--- config.mk ---
export PLATFORM = sky130hd
export DESIGN_NAME = shift_sched_flat
export DESIGN_NICKNAME = d
export VERILOG_FILES = /design/src/rtl/shift_sched_if.sv /design/src/rtl/shift_sched.sv /design/src/flat_wrapper.sv
export SDC_FILE = /design/constraint.sdc
export NUM_CORES = 1
export LEC_CHECK = 0
export CAP_MARGIN = 20
export CORE_ASPECT_RATIO = 0.5
export CORE_MARGIN = 2
export CORE_UTILIZATION = 42
export DETAILED_ROUTE_END_ITERATION = 7
export PLACE_DENSITY = 0.86
export SLEW_MARGIN = 20
export SYNTH_ARGS = -nofsm -noshare
export SYNTH_HDL_FRONTEND = slang
export SYNTH_SLANG_ARGS = --single-unit
--- constraint.sdc ---
create_clock -name clk -period 2.5 [get_ports clk]
set_input_delay 0.5 -clock clk [delete_from_list [all_inputs] [get_ports clk]]
set_output_delay 0.5 -clock clk [all_outputs]
set_load 0.02 [all_outputs]
--- src/rtl/shift_sched_if.sv ---
// Handshake and shared-shifter signal bundle for shift_sched.
// Two requesters with valid/ready, plus the external shifter port.
interface shift_sched_if;
  logic        req0_valid;
  logic        req1_valid;
  logic [31:0] req0_data;
  logic [31:0] req1_data;
  logic [4:0]  req0_shamt;
  logic [4:0]  req1_shamt;
  logic        req0_ready;
  logic        req1_ready;
  logic        rsp0_valid;
  logic        rsp1_valid;
  logic [31:0] rsp0_data;
  logic [31:0] rsp1_data;
  logic        rsp0_ready;
  logic        rsp1_ready;
  logic [31:0] sh_dataA;
  logic [4:0]  sh_dataB;
  logic [5:0]  sh_signal;
  logic [31:0] sh_dataOut;
  logic        busy;

  modport slave (
    input  req0_valid, req1_valid,
    input  req0_data, req1_data,
    input  req0_shamt, req1_shamt,
    output req0_ready, req1_ready,
    output rsp0_valid, rsp1_valid,
    output rsp0_data, rsp1_data,
    input  rsp0_ready, rsp1_ready,
    output sh_dataA, sh_dataB, sh_signal,
    input  sh_dataOut,
    output busy
  );

  modport master (
    output req0_valid, req1_valid,
    output req0_data, req1_data,
    output req0_shamt, req1_shamt,
    input  req0_ready, req1_ready,
    input  rsp0_valid, rsp1_valid,
    input  rsp0_data, rsp1_data,
    output rsp0_ready, rsp1_ready,
    input  sh_dataA, sh_dataB, sh_signal,
    output sh_dataOut,
    input  busy
  );
endinterface

--- src/rtl/shift_sched.sv ---
// Round-robin scheduler sharing one combinational shifter
// between two requesters, one operation in flight.
module shift_sched #(
  parameter logic [5:0] SRL     = 6'b000010,
  parameter logic [5:0] NOP_SIG = 6'b000000
) (
  input  logic         clk,
  input  logic         reset,
  shift_sched_if.slave bus
);

  typedef enum logic [1:0] {
    IDLE,
    ISSUE,
    RESP
  } state_t;

  state_t      state;
  logic        ptr;
  logic        owner;
  logic [31:0] op_data;
  logic [4:0]  op_shamt;
  logic [31:0] result;
  logic [5:0]  sig;
  logic        busy_q;
  logic        rv0;
  logic        rv1;
  logic        gnt0;
  logic        gnt1;
  logic        take;

  // ready is combinational, so it is also gated by reset
  always_comb begin
    gnt0 = 1'b0;
    gnt1 = 1'b0;
    if (reset && state == IDLE) begin
      unique case (1'b1)
        bus.req0_valid && bus.req1_valid: begin
          gnt0 = !ptr;
          gnt1 = ptr;
        end
        bus.req0_valid && !bus.req1_valid: gnt0 = 1'b1;
        !bus.req0_valid && bus.req1_valid: gnt1 = 1'b1;
        default: ;
      endcase
    end
  end

  assign take = (state == RESP) &&
                (owner ? bus.rsp1_ready : bus.rsp0_ready);

  always_ff @(posedge clk or negedge reset) begin
    if (!reset) begin
      state    <= IDLE;
      ptr      <= 1'b0;
      owner    <= 1'b0;
      op_data  <= '0;
      op_shamt <= '0;
      result   <= '0;
      sig      <= NOP_SIG;
      busy_q   <= 1'b0;
      rv0      <= 1'b0;
      rv1      <= 1'b0;
    end else begin
      case (state)
        IDLE: begin
          if (gnt0 || gnt1) begin
            op_data  <= gnt1 ? bus.req1_data : bus.req0_data;
            op_shamt <= gnt1 ? bus.req1_shamt : bus.req0_shamt;
            owner    <= gnt1;
            ptr      <= gnt0;
            sig      <= SRL;
            busy_q   <= 1'b1;
            state    <= ISSUE;
          end
        end
        ISSUE: begin
          result <= bus.sh_dataOut;
          sig    <= NOP_SIG;
          rv0    <= !owner;
          rv1    <= owner;
          state  <= RESP;
        end
        RESP: begin
          if (take) begin
            rv0    <= 1'b0;
            rv1    <= 1'b0;
            busy_q <= 1'b0;
            state  <= IDLE;
          end
        end
        default: begin
          state <= IDLE;
        end
      endcase
    end
  end

  assign bus.req0_ready = gnt0;
  assign bus.req1_ready = gnt1;
  assign bus.rsp0_valid = rv0;
  assign bus.rsp1_valid = rv1;
  assign bus.rsp0_data  = result;
  assign bus.rsp1_data  = result;
  assign bus.sh_dataA   = op_data;
  assign bus.sh_dataB   = op_shamt;
  assign bus.sh_signal  = sig;
  assign bus.busy       = busy_q;

endmodule

--- src/flat_wrapper.sv ---
// flat-port wrapper written by rule: the top's interface ports become plain ports
module shift_sched_flat 
#(
  parameter logic [5:0] SRL     = 6'b000010,
  parameter logic [5:0] NOP_SIG = 6'b000000
)
  (clk, reset, bus_req0_valid, bus_req1_valid, bus_req0_data, bus_req1_data, bus_req0_shamt, bus_req1_shamt, bus_req0_ready, bus_req1_ready, bus_rsp0_valid, bus_rsp1_valid, bus_rsp0_data, bus_rsp1_data, bus_rsp0_ready, bus_rsp1_ready, bus_sh_dataA, bus_sh_dataB, bus_sh_signal, bus_sh_dataOut, bus_busy);
  shift_sched_if bus_i ();
  input  logic clk;
  input  logic reset;
  input wire logic [$bits(bus_i.req0_valid)-1:0] bus_req0_valid;
  input wire logic [$bits(bus_i.req1_valid)-1:0] bus_req1_valid;
  input wire logic [$bits(bus_i.req0_data)-1:0] bus_req0_data;
  input wire logic [$bits(bus_i.req1_data)-1:0] bus_req1_data;
  input wire logic [$bits(bus_i.req0_shamt)-1:0] bus_req0_shamt;
  input wire logic [$bits(bus_i.req1_shamt)-1:0] bus_req1_shamt;
  output wire logic [$bits(bus_i.req0_ready)-1:0] bus_req0_ready;
  output wire logic [$bits(bus_i.req1_ready)-1:0] bus_req1_ready;
  output wire logic [$bits(bus_i.rsp0_valid)-1:0] bus_rsp0_valid;
  output wire logic [$bits(bus_i.rsp1_valid)-1:0] bus_rsp1_valid;
  output wire logic [$bits(bus_i.rsp0_data)-1:0] bus_rsp0_data;
  output wire logic [$bits(bus_i.rsp1_data)-1:0] bus_rsp1_data;
  input wire logic [$bits(bus_i.rsp0_ready)-1:0] bus_rsp0_ready;
  input wire logic [$bits(bus_i.rsp1_ready)-1:0] bus_rsp1_ready;
  output wire logic [$bits(bus_i.sh_dataA)-1:0] bus_sh_dataA;
  output wire logic [$bits(bus_i.sh_dataB)-1:0] bus_sh_dataB;
  output wire logic [$bits(bus_i.sh_signal)-1:0] bus_sh_signal;
  input wire logic [$bits(bus_i.sh_dataOut)-1:0] bus_sh_dataOut;
  output wire logic [$bits(bus_i.busy)-1:0] bus_busy;
  assign bus_i.req0_valid = bus_req0_valid;
  assign bus_i.req1_valid = bus_req1_valid;
  assign bus_i.req0_data = bus_req0_data;
  assign bus_i.req1_data = bus_req1_data;
  assign bus_i.req0_shamt = bus_req0_shamt;
  assign bus_i.req1_shamt = bus_req1_shamt;
  assign bus_req0_ready = bus_i.req0_ready;
  assign bus_req1_ready = bus_i.req1_ready;
  assign bus_rsp0_valid = bus_i.rsp0_valid;
  assign bus_rsp1_valid = bus_i.rsp1_valid;
  assign bus_rsp0_data = bus_i.rsp0_data;
  assign bus_rsp1_data = bus_i.rsp1_data;
  assign bus_i.rsp0_ready = bus_rsp0_ready;
  assign bus_i.rsp1_ready = bus_rsp1_ready;
  assign bus_sh_dataA = bus_i.sh_dataA;
  assign bus_sh_dataB = bus_i.sh_dataB;
  assign bus_sh_signal = bus_i.sh_signal;
  assign bus_i.sh_dataOut = bus_sh_dataOut;
  assign bus_busy = bus_i.busy;
  shift_sched #(.SRL(SRL), .NOP_SIG(NOP_SIG)) u_core (.clk(clk), .reset(reset), .bus(bus_i));
endmodule
* After elaboration in Yosys (flattened, before gate mapping)
Index checks and enable logic that the tools add are counted.
** Word-level totals
- Bits in registers :: 82
- Input port bits :: 112
- Output and inout port bits :: 112
- Logic and storage cells :: 50
** Operators by class
- Equal/unequal tests :: 4
- Mux-type cells :: 17
- Reduce and logical (&&, ||, !) cells :: 19
** Operator list (count)
- 32-bit 2-to-1 mux :: 1
- 6-bit case mux with 2 select lines :: 1
- 1-bit case mux with 2 select lines :: 5
- 2-bit AND reduction :: 4
- 6-bit 2-to-1 mux :: 1
- 2-bit case mux with 3 select lines :: 1
- 2-bit nonzero test :: 3
- 1-bit logical AND :: 5
- 1-bit 2-to-1 mux :: 5
- 5-bit 2-to-1 mux :: 1
- 1-bit logical NOT :: 4
- 2-bit 2-to-1 mux :: 2
- 3-bit AND reduction :: 1
- 2-bit by 1-bit == test with 1-bit output (second input constant) :: 1
- 2-bit == test (second input constant) :: 1
- 2-bit logical NOT :: 1
- 2-bit by 1-bit != test with 1-bit output (second input constant) :: 1
- 2-bit != test (second input constant) :: 1
- 1-bit logical OR :: 1

* Logic depth before layout (Yosys ltp)
- Depth after elaboration :: 7
- Depth in mapped cells :: 5

* Worst setup path after synthesis
Ideal clock, no wire load.
- Kind :: input -> output
- Start :: input port reset
- End :: output port bus_req1_ready
- Required time :: 2000 ps
- Path slack :: 773 ps
- Cell stages on the path :: 5
- Arrival :: 1227 ps
- Path buffers :: 2
- Cells stage by stage :: nor3b_4 > buf_6 > buf_6 > nand3_2 > inv_1
** Between the ends
- Longest elaborated chain between the ends :: 2
** RTL lines
- start: declaration :: line flat_wrapper.sv:10 : input logic reset;
- 1-bit logical AND :: line shift_sched.sv:36 : if (reset && state == IDLE) begin
- 1-bit 2-to-1 mux :: line shift_sched.sv:36
- end: declaration :: line flat_wrapper.sv:18 : output wire logic [$bits(bus_i.req1_ready)-1:0] bus_req1_ready;
No other way between the ends.

* Final worst setup path
- Start :: register u_core.state[0]
- End :: output port bus_req0_ready
** Between the ends
- Longest elaborated chain between the ends :: 3
** RTL lines
- start: declaration :: line shift_sched.sv:18 : state_t state;
- start signal: assignment :: line shift_sched.sv:54 : state <= IDLE;
- start signal: assignment :: line shift_sched.sv:74 : state <= ISSUE;
- start signal: assignment :: line shift_sched.sv:82 : state <= RESP;
- 2-bit logical NOT :: line shift_sched.sv:36
- 1-bit logical AND :: line shift_sched.sv:36
- 1-bit 2-to-1 mux :: line shift_sched.sv:36
- end: declaration :: line flat_wrapper.sv:17 : output wire logic [$bits(bus_i.req0_ready)-1:0] bus_req0_ready;
No other way between the ends.

==> flow_summary_export.csv <==
group,metric,value,unit
clock_tree,cts-root-buf,"clkbuf_16",
sta,drv_slew,0,
sta,fmax,424,MHz
power,leakage,2.76,nW
yosys,syn_area,4090,µm²
setup_path,reg2reg_from,"u_core.state[0]",
sta,fin_skew,6.14,ps
die,start_util,43.3,%
sta,report.final.setup_viol,0,
yosys,synthArstFlopShare,100,%
finish,syn_to_final_growth,54.7,%
setup_path,slowest_stage,"clkdlybuf4s50_1",
setup_path,cp_slowest_stage_delay,600,ps
finish,layout_commonest_cell,"clkdlybuf4s50_1",
sta,hold_violations,0,
drt,vias,3888,
clock_tree,htree_levels,3,
finish,layout-drive-gt1-share,5.21,%
die,dieArea,10600,µm²
job,cap_viol_max_count,0,
clock_tree,postCtsResizedCells,0,
setup_path,crit_required,2000,ps
die,core,9450,µm²
die,std_cell_rows,25,
yosys,synth_area_per_cell,8.85,µm²
global_route,grt_pass1_wl,18.5,mm
sta,fin_crit,2360,ps
yosys,netlist_instances,462,
power,vdd_drop_max,0.000495,V
setup_path,crit_start,"u_core.state[0]",
die,fp.dieW,144,µm
setup_path,regToRegSetupSlack,310,ps
clock_tree,cts_num_sinks,77,
setup_path,crit_path_max_fanout,4,
finish,num_antenna_cells,0,
yosys,yosysWarningCount,0,
power,finalPower,0.00767,W
placed_design,portBuffers,218,
yosys,synthFlopType,"dfrtp_1",
die,die_h,73.8,µm
global_route,grt_overflow_total,0,
drt,ant_nets,0,
placed_design,place_ws,172,ps
status,status,"completed",
die,io_pins,224,
clock_tree,clk_pin_slew_worst_paths,60,ps
setup_path,crit_arrival,1860,ps
setup_path,r2r-end,"u_core.bus.sh_dataA[29]",
setup_path,crit_path_end_kind,"primary output",
sta,slew_headroom,50.9,%
setup_path,r2r_cells,5,
sta,period_share,94.3,%
drt,drt-pass1-iter-count,4,
global_route,antenna_found_initial,0,
clock_tree,tritoncts,"done",
placed_design,dpl.hpwl,8.36,mm
sta,hold_slack,322,ps
sta,worst_pin_slew,736,ps
clock_tree,clk-insertion-delay-late,330,ps
global_route,grt_usage,22.3,%
global_route,first_global_vias,3631,
placed_design,gp_congestion,0.795,
clock_tree,hold_buffers,0,
finish,nets,741,
sta,tns,0,ps
yosys,ys_types,24,
setup_path,crit_type,"register to primary output",
drt,post-route-drc-count,0,
setup_path,cp_top_family,"buffers and inverters",
yosys,synth-edff-count,0,
setup_path,path_depth,3,
clock_tree,postCtsSetupBuffers,0,
sta,setup_ws,142,ps
drt,wl,11.9,mm
setup_path,startpoint_type,"register",
drt,drtIter0Drc,255,
clock_tree,cts_buffers,9,
drt,wire_per_inst,15.5,µm
setup_path,cp_cell_sequence,"nor3b_4 -> and3_1 -> clkdlybuf4s50_1",
setup_path,crit_end,"bus_req0_ready",
worst_hold_path,hold_class,"input port to asynchronous set/reset pin",
yosys,synth-seq-area-share,47.1,%
finish,layout_common_cells,"clkdlybuf4s50_1, nand2_1, dfrtp_1",
yosys,synth-seq-cells,77,
clock_tree,cts_max_path_buffers,2,
global_route,grt_max_degree,78,
setup_path,cp_num_buf_inv,1,
drt,via_per_inst,5.06,
power,power_density,1210,nW/µm²
sta,grt_setup_unrepaired,"false",
-- worst min path at each step --
stage                                         end  slack, ps
after detailed placement  u_core.bus.sh_signal[1]        470
after global placement    u_core.bus.sh_signal[1]        470
after floorplan                   u_core.bus.busy        200
after global routing       u_core.bus.sh_dataA[4]        390
final                     u_core.bus.sh_dataA[15]        320
after CTS                 u_core.bus.sh_dataA[15]        470
-- through the flow --
stage | cells | utilization (%) | cell area (µm²)
6_report | 769 | 67.0 | 6330
5_1_grt | 769 | 67.0 | 6330
4_1_cts | 769 | 67.0 | 6320
3_5_place_dp | 753 | 63.9 | 6030
3_3_place_gp | 753 | 63.9 | 6030
2_1_floorplan | 466 | - | 4110
-- synthesized netlist by cell type (all sizes together) (2+ instances only) --
cell type / count / share of area [%]
inv: 40 / 3.7
o21ai: 2 / 0.24
buf: 69 / 12
nand2b: 3 / 0.46
dfrtp: 77 / 47
o211ai: 37 / 6.8
o22a: 37 / 7.9
nand2: 136 / 12
nor2b: 3 / 0.46
a21o: 2 / 0.37
o22ai: 2 / 0.31
clkbuf: 9 / 0.86
a31oi: 37 / 5.7
-- logic make-up (layout without fill, tap and decap cells) --
group	Yosys count	after routing	synth area share (%)
other	1	5	0.0917
buffers and inverters	118	286	16.5
AO/OA/AOI/OAI	118	118	21.5
flip-flops	77	77	47.1
AND/OR/NAND/NOR	147	147	14.6
multiplexers	1	1	0.275
-- worst reg2reg max path: cells and delay by family (launching register included) --
family	cells	cell delay [ps]
buffers and inverters	2	900
and+or+nand+nor	2	590
DFF	1	440
AOI/OAI and AO/OA	1	190
-- area by class of cell --
type | count | area [µm²]
clock buffers | 10 | 229
multi-input cells | 271 | 1510
fillers | 742 | 3120
clock inverters | 6 | 63.8
inverters | 40 | 150
flip-flops and latches | 77 | 1930
well taps | 135 | 169
repair buffers | 230 | 2280
-- routing by layer --
metal	GRT usage (%)	share of wire (%)	up-vias
met1	27.0	40	1853
met3	5.54	6.4	31
met2	38.3	50	154
met4	10.0	2.9	0
met5	0	0	-
li1	-	-	1850
-- registers in the layout (all words and copies together), names as in the netlist --
name / count
u_core.bus.busy: 1
u_core.bus.rsp0_data: 32
u_core.bus.rsp0_valid: 1
u_core.bus.rsp1_valid: 1
u_core.bus.sh_dataA: 32
u_core.bus.sh_dataB: 5
u_core.bus.sh_signal: 1
u_core.owner: 1
u_core.ptr: 1
u_core.state: 2
-- where the power goes --
part	total (W)	internal, W	switching (W)
logic	0.00415	0.00201	0.00214
clock network	0.00127	0.000771	0.000499
registers	0.00225	0.00183	0.000415
(Power assumes the default switching activity.)
